[config.mk]
export PLATFORM = sky130hd
export DESIGN_NAME = ball_tilt_stepper
export DESIGN_NICKNAME = d
export VERILOG_FILES = /design/src/rtl/ball_pkg.sv /design/src/rtl/tilt_axis_stepper.sv /design/src/rtl/ball_tilt_stepper.sv
export SDC_FILE = /design/constraint.sdc
export NUM_CORES = 1
export LEC_CHECK = 0
export BUFFER_PORTS_ARGS = -buffer_cell sky130_fd_sc_hd__buf_2
export CAP_MARGIN = 20
export CORE_AREA = 2 2 88 90
export DETAILED_ROUTE_END_ITERATION = 6
export DIE_AREA = 0 0 90 92
export GPL_ROUTABILITY_DRIVEN = 0
export GPL_TIMING_DRIVEN = 0
export PLACE_DENSITY = 0.75
export SYNTH_ARGS = -nofsm -noshare
export SYNTH_HDL_FRONTEND = slang
export SYNTH_SLANG_ARGS = --single-unit
[constraint.sdc]
create_clock -name SYSCLK -period 2.1 [get_ports SYSCLK]
set_input_delay 0.105 -clock SYSCLK [delete_from_list [all_inputs] [get_ports SYSCLK]]
set_output_delay 0.105 -clock SYSCLK [all_outputs]
set_load 0.05 [all_outputs]
[src/rtl/ball_pkg.sv]
// Shared definitions for the tilt-driven ball stepper: axis state encoding,
// tilt bit positions and signed direction codes.
package ball_pkg;

  typedef enum logic [1:0] {
    AX_IDLE = 2'd0,
    AX_QUAL = 2'd1,
    AX_MOVE = 2'd2
  } axis_state_t;

  localparam int TILT_LEFT  = 0;
  localparam int TILT_RIGHT = 1;
  localparam int TILT_FWD   = 2;
  localparam int TILT_BACK  = 3;

  localparam logic signed [1:0] DIR_NONE = 2'sb00;
  localparam logic signed [1:0] DIR_POS  = 2'sb01;
  localparam logic signed [1:0] DIR_NEG  = 2'sb11;

endpackage

[src/rtl/tilt_axis_stepper.sv]
// One axis of the ball stepper: direction qualification FSM, speed, and clamped position step.
// BALL_ACCEL_EN defined: speed ramps 1,2,..,MAX_SPEED while the direction is held.
module tilt_axis_stepper
  import ball_pkg::*;
#(
  parameter int POS_W      = 10,
  parameter int MAX_POS    = 639,
  parameter int INIT_POS   = 320,
  parameter int QUAL_TICKS = 3,
  parameter int MAX_SPEED  = 4
) (
  input  logic              SYSCLK,
  input  logic              reset2,
  input  logic              tick,
  input  logic signed [1:0] dir,
  input  logic              freeze,
  input  logic              recenter,
  output logic [POS_W-1:0]  pos,
  output logic              stepped,
  output logic              clamped,
  output logic              in_move
);

  localparam int CNT_W = (QUAL_TICKS < 2) ? 1 : $clog2(QUAL_TICKS);
  localparam int SPD_W = $clog2(MAX_SPEED + 1);
  localparam int SUM_W = POS_W + 2;
  localparam bit QUAL_NOW = (QUAL_TICKS == 1);
  localparam logic signed [SUM_W-1:0] MAX_S = SUM_W'(MAX_POS);

  axis_state_t       state_p0, state_n;
  logic [CNT_W-1:0]  cnt_p0, cnt_n;
  logic signed [1:0] hold_p0, hold_n;
  logic [SPD_W-1:0]  speed_p0, speed_n;
  logic              step_p1, step_n;
  logic              restart;

  logic signed [SUM_W-1:0] pos_s, spd_s, sum_s;

  function automatic logic [POS_W-1:0] clamp_pos(input logic signed [SUM_W-1:0] v);
    if (v[SUM_W-1])  return '0;
    else if (v > MAX_S) return POS_W'(MAX_POS);
    else             return v[POS_W-1:0];
  endfunction

  function automatic logic is_clamped(input logic signed [SUM_W-1:0] v);
    return v[SUM_W-1] || (v > MAX_S);
  endfunction

`ifdef BALL_ACCEL_EN
  function automatic logic [SPD_W-1:0] ramp_speed(input logic [SPD_W-1:0] s);
    if (s >= SPD_W'(MAX_SPEED)) return SPD_W'(MAX_SPEED);
    else                        return s + 1'b1;
  endfunction
`endif

  always_comb begin
    state_n = state_p0;
    cnt_n   = cnt_p0;
    hold_n  = hold_p0;
    speed_n = speed_p0;
    step_n  = 1'b0;
    restart = 1'b0;
    if (freeze) begin
      state_n = AX_IDLE;
      cnt_n   = '0;
      speed_n = '0;
    end else if (tick) begin
      unique case (state_p0)
        AX_IDLE: begin
          if (dir != DIR_NONE) restart = 1'b1;
        end
        AX_QUAL: begin
          if (dir == DIR_NONE) begin
            state_n = AX_IDLE;
            cnt_n   = '0;
          end else if (dir == hold_p0) begin
            if (cnt_p0 == CNT_W'(QUAL_TICKS - 1)) begin
              state_n = AX_MOVE;
              cnt_n   = '0;
              speed_n = SPD_W'(1);
            end else begin
              cnt_n = cnt_p0 + 1'b1;
            end
          end else begin
            restart = 1'b1;
          end
        end
        AX_MOVE: begin
          if (dir == DIR_NONE) begin
            state_n = AX_IDLE;
            speed_n = '0;
          end else if (dir == hold_p0) begin
`ifdef BALL_ACCEL_EN
            speed_n = ramp_speed(speed_p0);
`else
            speed_n = SPD_W'(1);
`endif
          end else begin
            restart = 1'b1;
          end
        end
        default: begin
          state_n = AX_IDLE;
          cnt_n   = '0;
          speed_n = '0;
        end
      endcase
      // A new or reversed direction starts qualification from one tick.
      if (restart) begin
        hold_n = dir;
        if (QUAL_NOW) begin
          state_n = AX_MOVE;
          cnt_n   = '0;
          speed_n = SPD_W'(1);
        end else begin
          state_n = AX_QUAL;
          cnt_n   = CNT_W'(1);
          speed_n = '0;
        end
      end
      step_n = (state_n == AX_MOVE);
    end
  end

  // Stage p0/p1: FSM state and the pending-step flag for the following edge
  always_ff @(posedge SYSCLK or negedge reset2) begin
    if (!reset2) begin
      state_p0 <= AX_IDLE;
      cnt_p0   <= '0;
      hold_p0  <= DIR_NONE;
      speed_p0 <= '0;
      step_p1  <= 1'b0;
    end else begin
      state_p0 <= state_n;
      cnt_p0   <= cnt_n;
      hold_p0  <= hold_n;
      speed_p0 <= speed_n;
      step_p1  <= step_n;
    end
  end

  assign pos_s = signed'({2'b00, pos});
  assign spd_s = signed'({{(SUM_W - SPD_W){1'b0}}, speed_p0});
  assign sum_s = hold_p0[1] ? (pos_s - spd_s) : (pos_s + spd_s);

  // Stage p2: position update; recenter wins over a coincident step
  always_ff @(posedge SYSCLK or negedge reset2) begin
    if (!reset2) begin
      pos     <= POS_W'(INIT_POS);
      stepped <= 1'b0;
      clamped <= 1'b0;
    end else begin
      stepped <= 1'b0;
      clamped <= 1'b0;
      if (recenter) begin
        pos <= POS_W'(INIT_POS);
      end else if (step_p1 && !freeze) begin
        pos     <= clamp_pos(sum_s);
        stepped <= 1'b1;
        clamped <= is_clamped(sum_s);
      end
    end
  end

  assign in_move = (state_p0 == AX_MOVE);

endmodule

[src/rtl/ball_tilt_stepper.sv]
// Ball position stepper: frame-tick divider, tilt decode and two axis steppers.
// Define BALL_ACCEL_EN to ramp step speed up to MAX_SPEED while a tilt is held.
module ball_tilt_stepper
  import ball_pkg::*;
#(
  parameter int SYSCLK_FREQUENCY_HZ = 100000000,
  parameter int BASE_STEP_HZ        = 60,
  parameter int POS_W               = 10,
  parameter int X_MAX               = 639,
  parameter int Y_MAX               = 479,
  parameter int X_INIT              = 320,
  parameter int Y_INIT              = 240,
  parameter int QUAL_TICKS          = 3,
  parameter int MAX_SPEED           = 4
) (
  input  logic             SYSCLK,
  input  logic             reset2,
  input  logic [3:0]       tilt,
  input  logic             freeze,
  input  logic             recenter,
  output logic [POS_W-1:0] ball_x,
  output logic [POS_W-1:0] ball_y,
  output logic             pos_valid,
  output logic             wall_hit,
  output logic             moving
);

  localparam int DIV   = SYSCLK_FREQUENCY_HZ / BASE_STEP_HZ;
  localparam int DIV_W = $clog2(DIV);

  logic [DIV_W-1:0]  div_cnt_p0;
  logic              tick_p0;
  logic signed [1:0] dir_x, dir_y;
  logic              stepped_x, stepped_y, clamped_x, clamped_y, in_move_x, in_move_y;

  function automatic logic signed [1:0] axis_dir(input logic neg, input logic pos);
    case ({neg, pos})
      2'b10:   return DIR_NEG;
      2'b01:   return DIR_POS;
      default: return DIR_NONE;
    endcase
  endfunction

  // Stage p0: free-running divider, keeps ticking through freeze
  always_ff @(posedge SYSCLK or negedge reset2) begin
    if (!reset2) begin
      div_cnt_p0 <= '0;
      tick_p0    <= 1'b0;
    end else begin
      tick_p0    <= (div_cnt_p0 == DIV_W'(DIV - 1));
      div_cnt_p0 <= (div_cnt_p0 == DIV_W'(DIV - 1)) ? '0 : div_cnt_p0 + 1'b1;
    end
  end

  assign dir_x = axis_dir(tilt[TILT_LEFT], tilt[TILT_RIGHT]);
  assign dir_y = axis_dir(tilt[TILT_FWD], tilt[TILT_BACK]);

  tilt_axis_stepper #(
    .POS_W(POS_W), .MAX_POS(X_MAX), .INIT_POS(X_INIT),
    .QUAL_TICKS(QUAL_TICKS), .MAX_SPEED(MAX_SPEED)
  ) u_axis_x (
    .SYSCLK(SYSCLK), .reset2(reset2), .tick(tick_p0), .dir(dir_x),
    .freeze(freeze), .recenter(recenter), .pos(ball_x),
    .stepped(stepped_x), .clamped(clamped_x), .in_move(in_move_x)
  );

  tilt_axis_stepper #(
    .POS_W(POS_W), .MAX_POS(Y_MAX), .INIT_POS(Y_INIT),
    .QUAL_TICKS(QUAL_TICKS), .MAX_SPEED(MAX_SPEED)
  ) u_axis_y (
    .SYSCLK(SYSCLK), .reset2(reset2), .tick(tick_p0), .dir(dir_y),
    .freeze(freeze), .recenter(recenter), .pos(ball_y),
    .stepped(stepped_y), .clamped(clamped_y), .in_move(in_move_y)
  );

  assign pos_valid = stepped_x | stepped_y;
  assign wall_hit  = clamped_x | clamped_y;
  assign moving    = in_move_x | in_move_y;

endmodule

==> impl_metrics.json <==
{
  "status": "complete, but fails checks",
  "failed_checks": "negative setup slack",
  "grt_max_degree": 35,
  "grt-busiest-layer": "met2",
  "drt_pass1_iterations": 4,
  "areaGrowthSynthToFinish_pct": 28.2,
  "vdd_drop_max_v": 0.000363,
  "slew_headroom": 0.310,
  "syn_inst": 437,
  "fin_nets": 538,
  "finalCriticalPeriod_ns": 2.40,
  "postRouteAntennaNets": 0,
  "die_x_microns": 90,
  "timing.hold.ws_ns": 0.176,
  "ys.flop_type": "dfrtp_1",
  "cp-end-kind": "flop",
  "met2_usage": 0.366,
  "num_io_pins": 31,
  "critPathMaxStageDelay_ns": 0.55,
  "row_count": 32,
  "syn_area_sq_um": 3900,
  "leakage_nw": 2.15,
  "worstSetupPathType": "reg2reg",
  "fin_ws_ns": -0.301,
  "htree_levels": 3,
  "maxCapViolations": 0,
  "grt_usage": 0.233,
  "cp_cell_sequence": "clkbuf_4 -> nand4b_1 -> o22a_2 -> buf_4 -> a311o_1 -> a41oi_2 -> buf_6 -> a21oi_1 -> a21o_1",
  "cts_made_buffers": 9,
  "slew_violations": 0,
  "grt_use_met1": 0.312,
  "initial_core_util": 0.524,
  "grt_use_met3": 0.0460,
  "yosys_warnings": 0,
  "hold_viol_final": 0,
  "ys_types": 68,
  "rsz0062_at_grt": "yes",
  "timing.final.crit_share": 1.14,
  "crit_slowest_cell": "dfstp_2",
  "portBuffers": 30,
  "drive_above_1_share": 0.318,
  "cts-root-buf": "clkbuf_8",
  "cts_tree": "built",
  "p_total_w": 0.00248,
  "cp.arrival_ns": 2.64,
  "clock_latency_ns": 0.35,
  "powerDensity_nw_per_um2": 496,
  "critPathLaunch": "u_axis_y.pos[4]",
  "synth-seq-area-share": 0.400,
  "post-route-drc-count": 0,
  "grt_pass1_wl_microns": 15700,
  "path_delay_family": "compound AO/OA/AOI/OAI gates",
  "fin_tns_setup_ns": -2.97,
  "syn_avg_cell_area_sq_um": 8.93,
  "start_kind": "flop",
  "hp-start": "freeze",
  "min_path_type": "in2reg",
  "clk_pin_slew_ns": 0.07,
  "design_area_sq_um": 5000,
  "wl_microns": 9580,
  "finalSetupViolCount": 16,
  "synthesis.nets": 465,
  "worstMarginPinSlew_ns": 1.03,
  "place_area_sq_um": 4280,
  "synth_edf_count": 0,
  "clock_path_buffers": 2,
  "clock.fmax_mhz": 417,
  "synth_seq_cells": 62,
  "dp_hpwl_microns": 5880,
  "core_area_sq_um": 7450,
  "antenna_cells": 0,
  "avgRoutedWirePerCell_microns": 15.5,
  "fillers": 608,
  "synthArstFlopShare": 1.00,
  "clock_skew_ns": 0.0115,
  "vias_per_cell": 5.81,
  "cp_max_fo": 10,
  "antenna_found_initial": 0,
  "cts.sinks": 62,
  "grt_pass1_vias": 3351,
  "critPathRequiredTime_ns": 2.34,
  "via_count": 3587,
  "dieHeight_microns": 92,
  "worstReg2RegStart": "u_axis_y.pos[4]",
  "overflow": 0,
  "crit_buf_inv": 3,
  "fp.dieArea_sq_um": 8280,
  "drtIter0Drc": 186
}
[cells in the mapped netlist, drive strengths merged, types with 7 or more instances]
library cell	count	area (sq um)
ha	20	250
nand3	13	65.1
clkbuf	10	38.8
dfrtp	56	1400
nor3	19	100
nand2b	11	68.8
xor2	11	96.3
nand2	38	143
a21oi	20	111
inv	20	75.1
o21ai	31	155
nor4	9	62.6
nor2b	7	43.8
and3	7	45.1
nor2	49	184
o21a	7	53.8
or2	10	62.6
a21o	7	55.1
xnor2	15	139
[what timing repair did]
item	4_1_cts	5_1_grt
pin swaps	12	13
gates resized for setup	31	31
endpoints found under the setup margin	25	36
gates cloned	1	0
hold endpoints to repair	23	0
setup buffers	21	9
hold buffers	2	0
[kinds of logic after synthesis]
group,synth area share
DFF,0.400
and+or+nand+nor,0.265
adders and majority gates,0.0641
muxes,0.0112
buffers and inverters,0.0353
AOI/OAI and AO/OA,0.164
xor gates and xnor gates,0.0603
[final timing paths]
path / to / slack [ns] / depth (start not counted)
max: u_axis_y.pos[0] / -0.30 / 9
min: u_axis_y.pos[7] / 0.18 / 3
max reg2reg: u_axis_y.pos[0] / -0.30 / 9
min reg2reg: div_cnt_p0[18] / 0.50 / 1
max in group asynchronous: u_axis_x.pos[4] / 1.16 / 3
min in group asynchronous: u_axis_y.hold_p0[0] / 0.32 / 2
[cell usage in the layout (no fill, tap or decap), types with 11 or more instances in the layout]
cell      synthesis  routed
nor2_1           49      46
buf_4             1      25
a21oi_1          19      18
o21ai_0          24      19
clkbuf_8          0      12
inv_1            20      17
nand2_1          38      35
ha_1             20      14
buf_2             1      30
nand3_1          13      12
xor2_1           11      11
xnor2_1          14      13
dfrtp_1          56      46
[cell type report]
class / count / area [sq um] / share of cell area
clock inverters: 3 / 42.5 / 0.00851
multi-input cells: 343 / 2530 / 0.505
well taps: 102 / 128 / 0.0255
flip-flops and latches: 62 / 1570 / 0.314
inverters: 20 / 75.1 / 0.0150
repair buffers: 62 / 423 / 0.0846
plain buffers: 12 / 66.3 / 0.0133
clock buffers: 13 / 169 / 0.0338
[registers in the layout, indices dropped and copies added, names as in the netlist, 2 cells and up]
signal,flops
div_cnt_p0,21
u_axis_x.pos,10
u_axis_y.pos,10
u_axis_x.cnt_p0,2
u_axis_x.hold_p0,2
u_axis_x.state_p0,2
u_axis_y.cnt_p0,2
u_axis_y.hold_p0,2
u_axis_y.state_p0,2
[stage by stage]
stage / instances / worst slack, ns / util
after CTS: 609 / -0.272 / 0.648
after detailed placement: 570 / -0.386 / 0.575
after global placement: 569 / -0.359 / 0.572
after floorplan: 437 / -0.305 / -
final: 617 / -0.301 / 0.672
after global routing: 617 / -0.364 / 0.672
[power breakdown]
group          switching, W  total [W]  internal, W
clock              0.000486    0.00113     0.000644
sequential       0.00000290    0.00120      0.00120
combinational     0.0000991   0.000146    0.0000467
[routing by layer]
layer  part of all wire  vias up
li1                   -     1706
met1               0.44     1688
met2               0.47      155
met3              0.059       38
met4              0.036        0
met5                  0        -
[worst reg2reg max path: stages (launching register included)]
cell and delay, ns:
dfstp_2 0.55, clkbuf_4 0.19, nand4b_1 0.13, o22a_2 0.31, buf_4 0.15, a311o_1 0.33, a41oi_2 0.24, buf_6 0.17
a21oi_1 0.07, a21o_1 0.15
Note: power is estimated with default switching activity, not from simulation.
